[src/rtl/alb_seq.sv]
// alb_seq: multi-precision sequencer that runs a WIDTH-bit operation through a 4-bit ALB, one nibble at a time
//
// Ports:
//   clk, reset_n             clock (rising edge), asynchronous active-low reset
//   start                    request, accepted only while busy=0
//   op, a_in, b_in, ci       operation, operands and nibble-0 carry-in, sampled at accept
//   abort                    (only with ALB_SEQ_ABORT_EN) cancel the running operation, no done
//   busy, done               operation in progress / one-cycle completion pulse
//   result, co, vo, no, zo   last completed result and flags, held until the next completion
//   alb_r, alb_s, alb_ci,
//   alb_i                    operand nibbles, carry-in and op select driven to the ALB
//   alb_f, alb_co, alb_vo    registered result nibble and flags returned by the ALB
//
// Optional feature: define ALB_SEQ_ABORT_EN to add the abort input.
module alb_seq #(
    parameter int NIB = 4
) (
    input  logic             clk,
    input  logic             reset_n,
    input  logic             start,
`ifdef ALB_SEQ_ABORT_EN
    input  logic             abort,
`endif
    input  logic [1:0]       op,
    input  logic [4*NIB-1:0] a_in,
    input  logic [4*NIB-1:0] b_in,
    input  logic             ci,
    output logic             busy,
    output logic             done,
    output logic [4*NIB-1:0] result,
    output logic             co,
    output logic             vo,
    output logic             no,
    output logic             zo,
    output logic [3:0]       alb_r,
    output logic [3:0]       alb_s,
    output logic             alb_ci,
    output logic [1:0]       alb_i,
    input  logic [3:0]       alb_f,
    input  logic             alb_co,
    input  logic             alb_vo
);
    localparam int W  = 4 * NIB;
    localparam int KW = (NIB > 1) ? $clog2(NIB) : 1;

    typedef enum logic [1:0] {IDLE, ISSUE, CAPTURE} state_t;

    state_t          state;
    logic [W-1:0]    a_q;
    logic [W-1:0]    b_q;
    logic [W-1:0]    buf_q;
    logic [W-1:0]    buf_nxt;
    logic [1:0]      op_q;
    logic            carry;
    logic [KW-1:0]   k;
    logic            last;
    logic            issue;
    logic            abort_i;

`ifdef ALB_SEQ_ABORT_EN
    assign abort_i = abort;
`else
    assign abort_i = 1'b0;
`endif

    // Buffer as it will look once the nibble returned this cycle is written;
    // the final result is taken from here so it includes the last nibble.
    always_comb begin
        buf_nxt            = buf_q;
        buf_nxt[4*k +: 4]  = alb_f;
    end

    assign last   = (k == KW'(NIB - 1));
    assign issue  = (state == ISSUE);
    assign alb_r  = issue ? a_q[4*k +: 4] : 4'd0;
    assign alb_s  = issue ? b_q[4*k +: 4] : 4'd0;
    assign alb_ci = issue ? carry : 1'b0;
    assign alb_i  = issue ? op_q : 2'd0;

    always_ff @(posedge clk or negedge reset_n) begin
        if (!reset_n) begin
            state  <= IDLE;
            a_q    <= '0;
            b_q    <= '0;
            buf_q  <= '0;
            op_q   <= '0;
            carry  <= 1'b0;
            k      <= '0;
            busy   <= 1'b0;
            done   <= 1'b0;
            result <= '0;
            co     <= 1'b0;
            vo     <= 1'b0;
            no     <= 1'b0;
            zo     <= 1'b0;
        end else begin
            done <= 1'b0;
            case (state)
                IDLE: begin
                    if (start) begin
                        a_q   <= a_in;
                        b_q   <= b_in;
                        op_q  <= op;
                        carry <= ci;
                        k     <= '0;
                        busy  <= 1'b1;
                        state <= ISSUE;
                    end
                end
                ISSUE: begin
                    state <= abort_i ? IDLE : CAPTURE;
                    busy  <= !abort_i;
                end
                CAPTURE: begin
                    // abort wins over a completing capture: nothing is published
                    if (abort_i) begin
                        state <= IDLE;
                        busy  <= 1'b0;
                    end else begin
                        buf_q <= buf_nxt;
                        carry <= alb_co;
                        if (!last) begin
                            k     <= k + 1'b1;
                            state <= ISSUE;
                        end else begin
                            state  <= IDLE;
                            busy   <= 1'b0;
                            done   <= 1'b1;
                            result <= buf_nxt;
                            co     <= alb_co;
                            vo     <= alb_vo;
                            no     <= buf_nxt[W-1];
                            zo     <= (buf_nxt == '0);
                        end
                    end
                end
                default: begin
                    state <= IDLE;
                    busy  <= 1'b0;
                end
            endcase
        end
    end
endmodule

[config.mk]
export PLATFORM = sky130hd
export DESIGN_NAME = alb_seq
export DESIGN_NICKNAME = d
export VERILOG_FILES = /design/src/rtl/alb_seq.sv
export SDC_FILE = /design/constraint.sdc
export NUM_CORES = 1
export LEC_CHECK = 0
export CAP_MARGIN = 20
export CORE_UTILIZATION = 40
export DETAILED_ROUTE_END_ITERATION = 10
export PLACE_DENSITY_LB_ADDON = 0.3
export SLEW_MARGIN = 20
export SYNTH_ARGS = -nofsm -noshare
export SYNTH_HDL_FRONTEND = slang
export SYNTH_SLANG_ARGS = --single-unit
[constraint.sdc]
create_clock -name clk -period 2.8 [get_ports clk]
set_clock_uncertainty 0.15 [all_clocks]
set_input_delay 0.7 -clock clk [delete_from_list [all_inputs] [get_ports clk]]
set_output_delay 0.7 -clock clk [all_outputs]
set_load 0.01 [all_outputs]
Word level (Yosys, flattened, before mapping)
Index checks and enable logic that the tools add are counted.
- flip-flop bits (word level): 77
- bits of input ports: 44
- output and inout port bits: 33
- logic and storage cells: 52
- add/sub/neg operators: 2
- eq/ne operators: 6
- shift-type cells: 4
- muxes and demuxes: 18
- reduce and logical (&&, ||, !) cells: 8
- operator list (operator ; number):
    $neg A4 Y34 ; 1
    $shift A4 B34 Y16 const A ; 1
    $shiftx A4 B34 Y16 ; 1
    $shiftx A16 B5 Y4 ; 2
    $bwmux W16 ; 1
    $logic_not A16 Y1 ; 1
    $mux W2 ; 4
    $mux W4 ; 2
    $reduce_and A2 Y1 ; 4
    $mux W1 ; 7
    $ne A2 B2 Y1 const B ; 3
    $pmux W2 S3 ; 1
    $eq A2 B2 Y1 const B ; 2
    $pmux W2 S2 ; 1
    $pmux W1 S3 ; 1
    $reduce_and A3 Y1 ; 1
    $add A2 B1 Y2 const B ; 1
    $eq A2 B1 Y1 const B ; 1
    $logic_not A2 Y1 ; 1
    $pmux W1 S2 ; 1
    $reduce_bool A2 Y1 ; 1

Longest topological paths before layout
- depth in word-level cells: 4
- depth in mapped cells: 10

Least setup slack after synthesis
OpenSTA, ideal clock, no wires.
- path type: reg2reg
- start: register k[1]
- end: register zo
- library setup time: 0.122 ns
- arrival time: 2.054 ns
- data required time: 2.528 ns
- setup slack: 0.474 ns
- cell stages (with the launch flop): 9
- path buffers: 1
- cell sequence: dfrtp_1 clkbuf_1 inv_1 ha_1 nand3b_4 nor3_4 o22ai_1 and4_4 a32o_1
- cells in the longest elaborated chain, start to end: 4
- elaborated cells on any way between the ends: 7
- ends and longest elaborated chain (what ; RTL line ; RTL):
    start: declaration ; 55 ; logic [KW-1:0] k;
    start signal: assignment ; 123 ; k <= k + 1'b1;
    $neg A4 Y34 ; 70 ; buf_nxt[4*k +: 4] = alb_f;
    $shiftx A4 B34 Y16 / $shift A4 B34 Y16 (equally long branches) ; 70 ;
    $bwmux W16 ; 70 ;
    $logic_not A16 Y1 ; 133 ; zo <= (buf_nxt == '0);
    end signal: assignment ; 133 ;
    end: declaration ; 34 ; output logic zo,
Several ways; a longest one is shown, not always the timed one.
A chain may end at the register's enable or synchronous reset.

Final worst setup path
- start: register k[0]
- end: output port alb_r[2]
- cells in the longest elaborated chain, start to end: 2
- ends and longest elaborated chain (what ; RTL line ; RTL):
    $shiftx A16 B5 Y4 ; 75 ; assign alb_r = issue ? a_q[4*k +: 4] : 4'd0;
    $mux W4 ; 75 ;
    end: declaration ; 35 ; output logic [3:0] alb_r,
No other way between the ends.

==> summary.md <==
| Metric | Value |
|---|---|
| Post-synth EDFFs | `0` |
| Async SR Flop Fraction | `100.0%` |
| Yosys cell types | `36` |
| TritonCTS clock tree | `yes` |
| Final WL | `7368 um` |
| Synth Area in Simple Gates | `12.78%` |
| IO buf count | `76` |
| Core area | `8763 sq um` |
| Compound-cell area share of the yosys netlist | `10.06%` |
| H-tree levels | `3` |
| Met2 Routed Length | `3605 um` |
| Vias in the first global route | `2726` |
| Pwr Density | `1016 nW/um^2` |
| Root Buffer | `clkbuf_8` |
| Layout fillers | `781` |
| Post-synthesis average cell area | `12.03 sq um` |
| Outcome | `complete, no violations` |
| Met3 Routed Length | `466 um` |
| Slew Viols, Final | `0` |
| P_leak | `2.078 nW` |
| Initial Util | `41.46%` |
| Sequential share of power | `38.3%` |
| Fraction of layout cells with a size suffix above 1 | `22.82%` |
| Vias per cell | `5.159` |
| Post-DP HPWL | `5265 um` |
| Post-synthesis cell count | `302` |
| Rel. slew slack | `71.48%` |
| Hold Crit Class | `in2async` |
| Maximum VDD drop | `388.4 uV` |
| Final period util | `96.30%` |
| Synth Area in Adders | `2.066%` |
| Chip height | `97.31 um` |
| Max frequency | `370.9 MHz` |
| Flops & latches, synth | `76` |
| Worst-path cell chain | `buf_4 -> buf_12 -> mux4_2 -> and2_1 -> clkdlybuf4s15_1` |
| Sw power | `1.545 mW` |
| Ys Warns | `0` |
| Initial antenna violation count | `0` |
| Io pins | `77` |
| Placement Setup Slack | `0.1583 ns` |
| DRC errors left | `0` |
| Die X | `97.31 um` |
| Hold_buf cts | `0` |
| Sink Count | `76` |
| Clk buf depth | `2` |
| Switching part of the total | `31.93%` |
| Final setup margin | `0.1037 ns` |
| FP Rows | `34` |
| Max_cap viols | `0` |
| Top layer in use | `met4` |
| R2r endpoint | `zo` |
| CP max-delay cell | `mux4_2` |
| Crit path required time | `1.95 ns` |
| Vias | `2569` |
| First-pass GRT wire length | `13030 um` |
| Utilization after layout | `54.35%` |
| Origin of the critical flop-to-flop path | `k[0]` |
| Pre-antenna DRT Iters | `4` |
| Fin. Hold Viols | `0` |
| Main synth FF type | `dfrtp_1` |
| Drt wl/cell | `14.80 um` |
| Clock transition at path regs | `0.08 ns` |
| Area Overhead vs Synth | `31.10%` |
| Post-Syn Area | `3633 sq um` |
| Mux cell area share after synthesis | `18.11%` |
| Clk_lat worst skew | `0.35 ns` |
| RSZ-0062 raised after global routing | `no` |
| CP max FO | `8` |
| Metal1 wirelength | `3206 um` |
| Drt initial violations | `98` |
| Sequential share of the synthesized area | `52.34%` |
| Internal | `3.295 mW` |
| R2R setup slack | `0.30 ns` |
| Critical Path AT | `1.85 ns` |
| Global Route Usage Sum | `17.33%` |
| Clk pwr share | `19.3%` |
| CP Launch Type | `flop` |
| Largest family of logic cells by synthesized area | `multiplexers` |
| Slew @ Worst Pin | `0.4278 ns` |
| Num CTS Buffers | `9` |
| Post-Synth XOR/XNOR Area | `0%` |
| Final setup viols | `0` |
| Syn nets | `352` |
| Final min period | `2.696 ns` |
| Largest net degree at the start of global routing | `47` |
| Power share of the combinational group | `42.4%` |
| CP peak stage delay | `0.50 ns` |
| Die Area | `9469 sq um` |
| Final GP Congestion | `0.7250` |
| ANT cells | `0` |
| Remaining antenna violation count | `0` |
| Grt ovf | `0` |
| CP Class | `reg2out` |
| Reg2reg path depth | `11` |
| Critical path endpoint category | `output port` |
| Nets@finish | `436` |
## power by group through the flow
stage / logic (mW) / clock network [mW] / registers [mW]
after floorplan: 1.29 / 0 / 1.85
after global placement: 2.02 / 0 / 1.85
after detailed placement: 2.08 / 0 / 1.88
after CTS: 2.08 / 0.969 / 1.87
after global routing: 2.27 / 1.01 / 1.93
final: 2.05 / 0.933 / 1.85
## timing repair
action | in CTS | in global routing
buffers inserted | 3 | 1
gates resized for setup | 15 | 11
endpoints found under the hold margin | 0 | 0
setup endpoints to repair | 9 | 8
## stage by stage
step / cells / area (sq um) / hold slack [ns] / TNS, ns / power (mW)
2_1_floorplan: 302 / 3633 / 0.2544 / 0 / 3.139
3_3_place_gp: 479 / 4532 / 0.3111 / 0 / 3.877
3_5_place_dp: 479 / 4532 / 0.3218 / 0 / 3.959
4_1_cts: 497 / 4763 / 0.1360 / -0.003709 / 4.918
5_1_grt: 498 / 4763 / 0.1443 / 0 / 5.213
6_report: 498 / 4763 / 0.1281 / 0 / 4.840
## final cells by class
type,instances,area [sq um],share of cell area [%]
tap,108,135.1,2.837
multi-input combinational,199,1564,32.83
timing repair buffer,95,918.4,19.28
sequential,76,1903,39.95
inverter,5,18.77,0.3940
clock inverter,4,72.57,1.524
clock buffer,11,151.4,3.178
## registers in the layout, summed over array words and instances, names as in the netlist
name	flops
busy	1
op_q	2
b_q	16
zo	1
state	2
vo	1
done	1
carry	1
co	1
result	16
a_q	16
buf_q	16
k	2
## cell families after synthesis
group / after synthesis
adders and majority gates: 6
DFF: 76
AOI/OAI and AO/OA: 60
muxes: 48
buffers and inverters: 27
and+or+nand+nor: 85
## critical path, delay by kind of cell (launching register included)
family	cells	cell delay, ns
DFF	1	0.35
muxes	1	0.50
and+or+nand+nor	1	0.17
buffers and inverters	3	0.48
## per-layer routing
layer  global-route usage [%]  vias to the layer above
met5                        0                        -
met4                    4.751                        0
met3                    6.331                        8
met2                    28.66                       69
met1                    21.43                     1244
li1                         -                     1248
## how the worst max path moves through the flow
stage | from | to | slack (ns) | cells after the start
finish | k[0] | alb_r[2] | 0.10 | 5
global route | k[0] | alb_r[2] | 0.006 | 5
CTS | k[0] | alb_r[1] | -0.003 | 5
detailed placement | k[0] | alb_r[2] | 0.16 | 4
global placement | k[0] | alb_r[2] | 0.20 | 4
floorplan | k[1] | zo | 0.47 | 8
## synthesized netlist by cell type (2+ instances only)
cell type | n | share of area (%)
clkbuf_1 | 8 | 0.83
and3_1 | 2 | 0.34
buf_4 | 3 | 0.62
nor2_1 | 8 | 0.83
nand2_1 | 34 | 3.5
buf_6 | 3 | 0.93
nor2b_1 | 17 | 2.9
a21oi_1 | 14 | 1.9
mux4_1 | 8 | 5.8
a32o_1 | 9 | 2.5
nor3_1 | 2 | 0.28
buf_2 | 5 | 0.69
a41oi_1 | 2 | 0.48
inv_1 | 5 | 0.52
dfrtp_1 | 76 | 52
mux2i_1 | 2 | 0.55
ha_1 | 6 | 2.1
mux2_2 | 38 | 12
a31oi_1 | 6 | 1.0
nor4_1 | 2 | 0.34
o22ai_1 | 2 | 0.34
and2_1 | 11 | 1.9
o21ai_0 | 26 | 3.6
## layout by cell type, fill, tap and decap left out, types with 3 or more instances in the layout
| master | instances |
|---|---|
| o21ai_0 | 26 |
| clkdlybuf4s15_1 | 4 |
| mux4_2 | 3 |
| a31oi_1 | 6 |
| buf_12 | 3 |
| nor2b_1 | 16 |
| nand2_1 | 34 |
| buf_4 | 17 |
| clkbuf_8 | 11 |
| nor2_1 | 8 |
| dfrtp_1 | 75 |
| ha_1 | 6 |
| clkdlybuf4s50_1 | 67 |
| a32o_1 | 9 |
| a21oi_1 | 14 |
| mux4_1 | 5 |
| clkbuf_2 | 4 |
| mux2_2 | 38 |
| inv_1 | 5 |
| and2_1 | 11 |
Note: power is estimated with default switching activity, not from simulation.
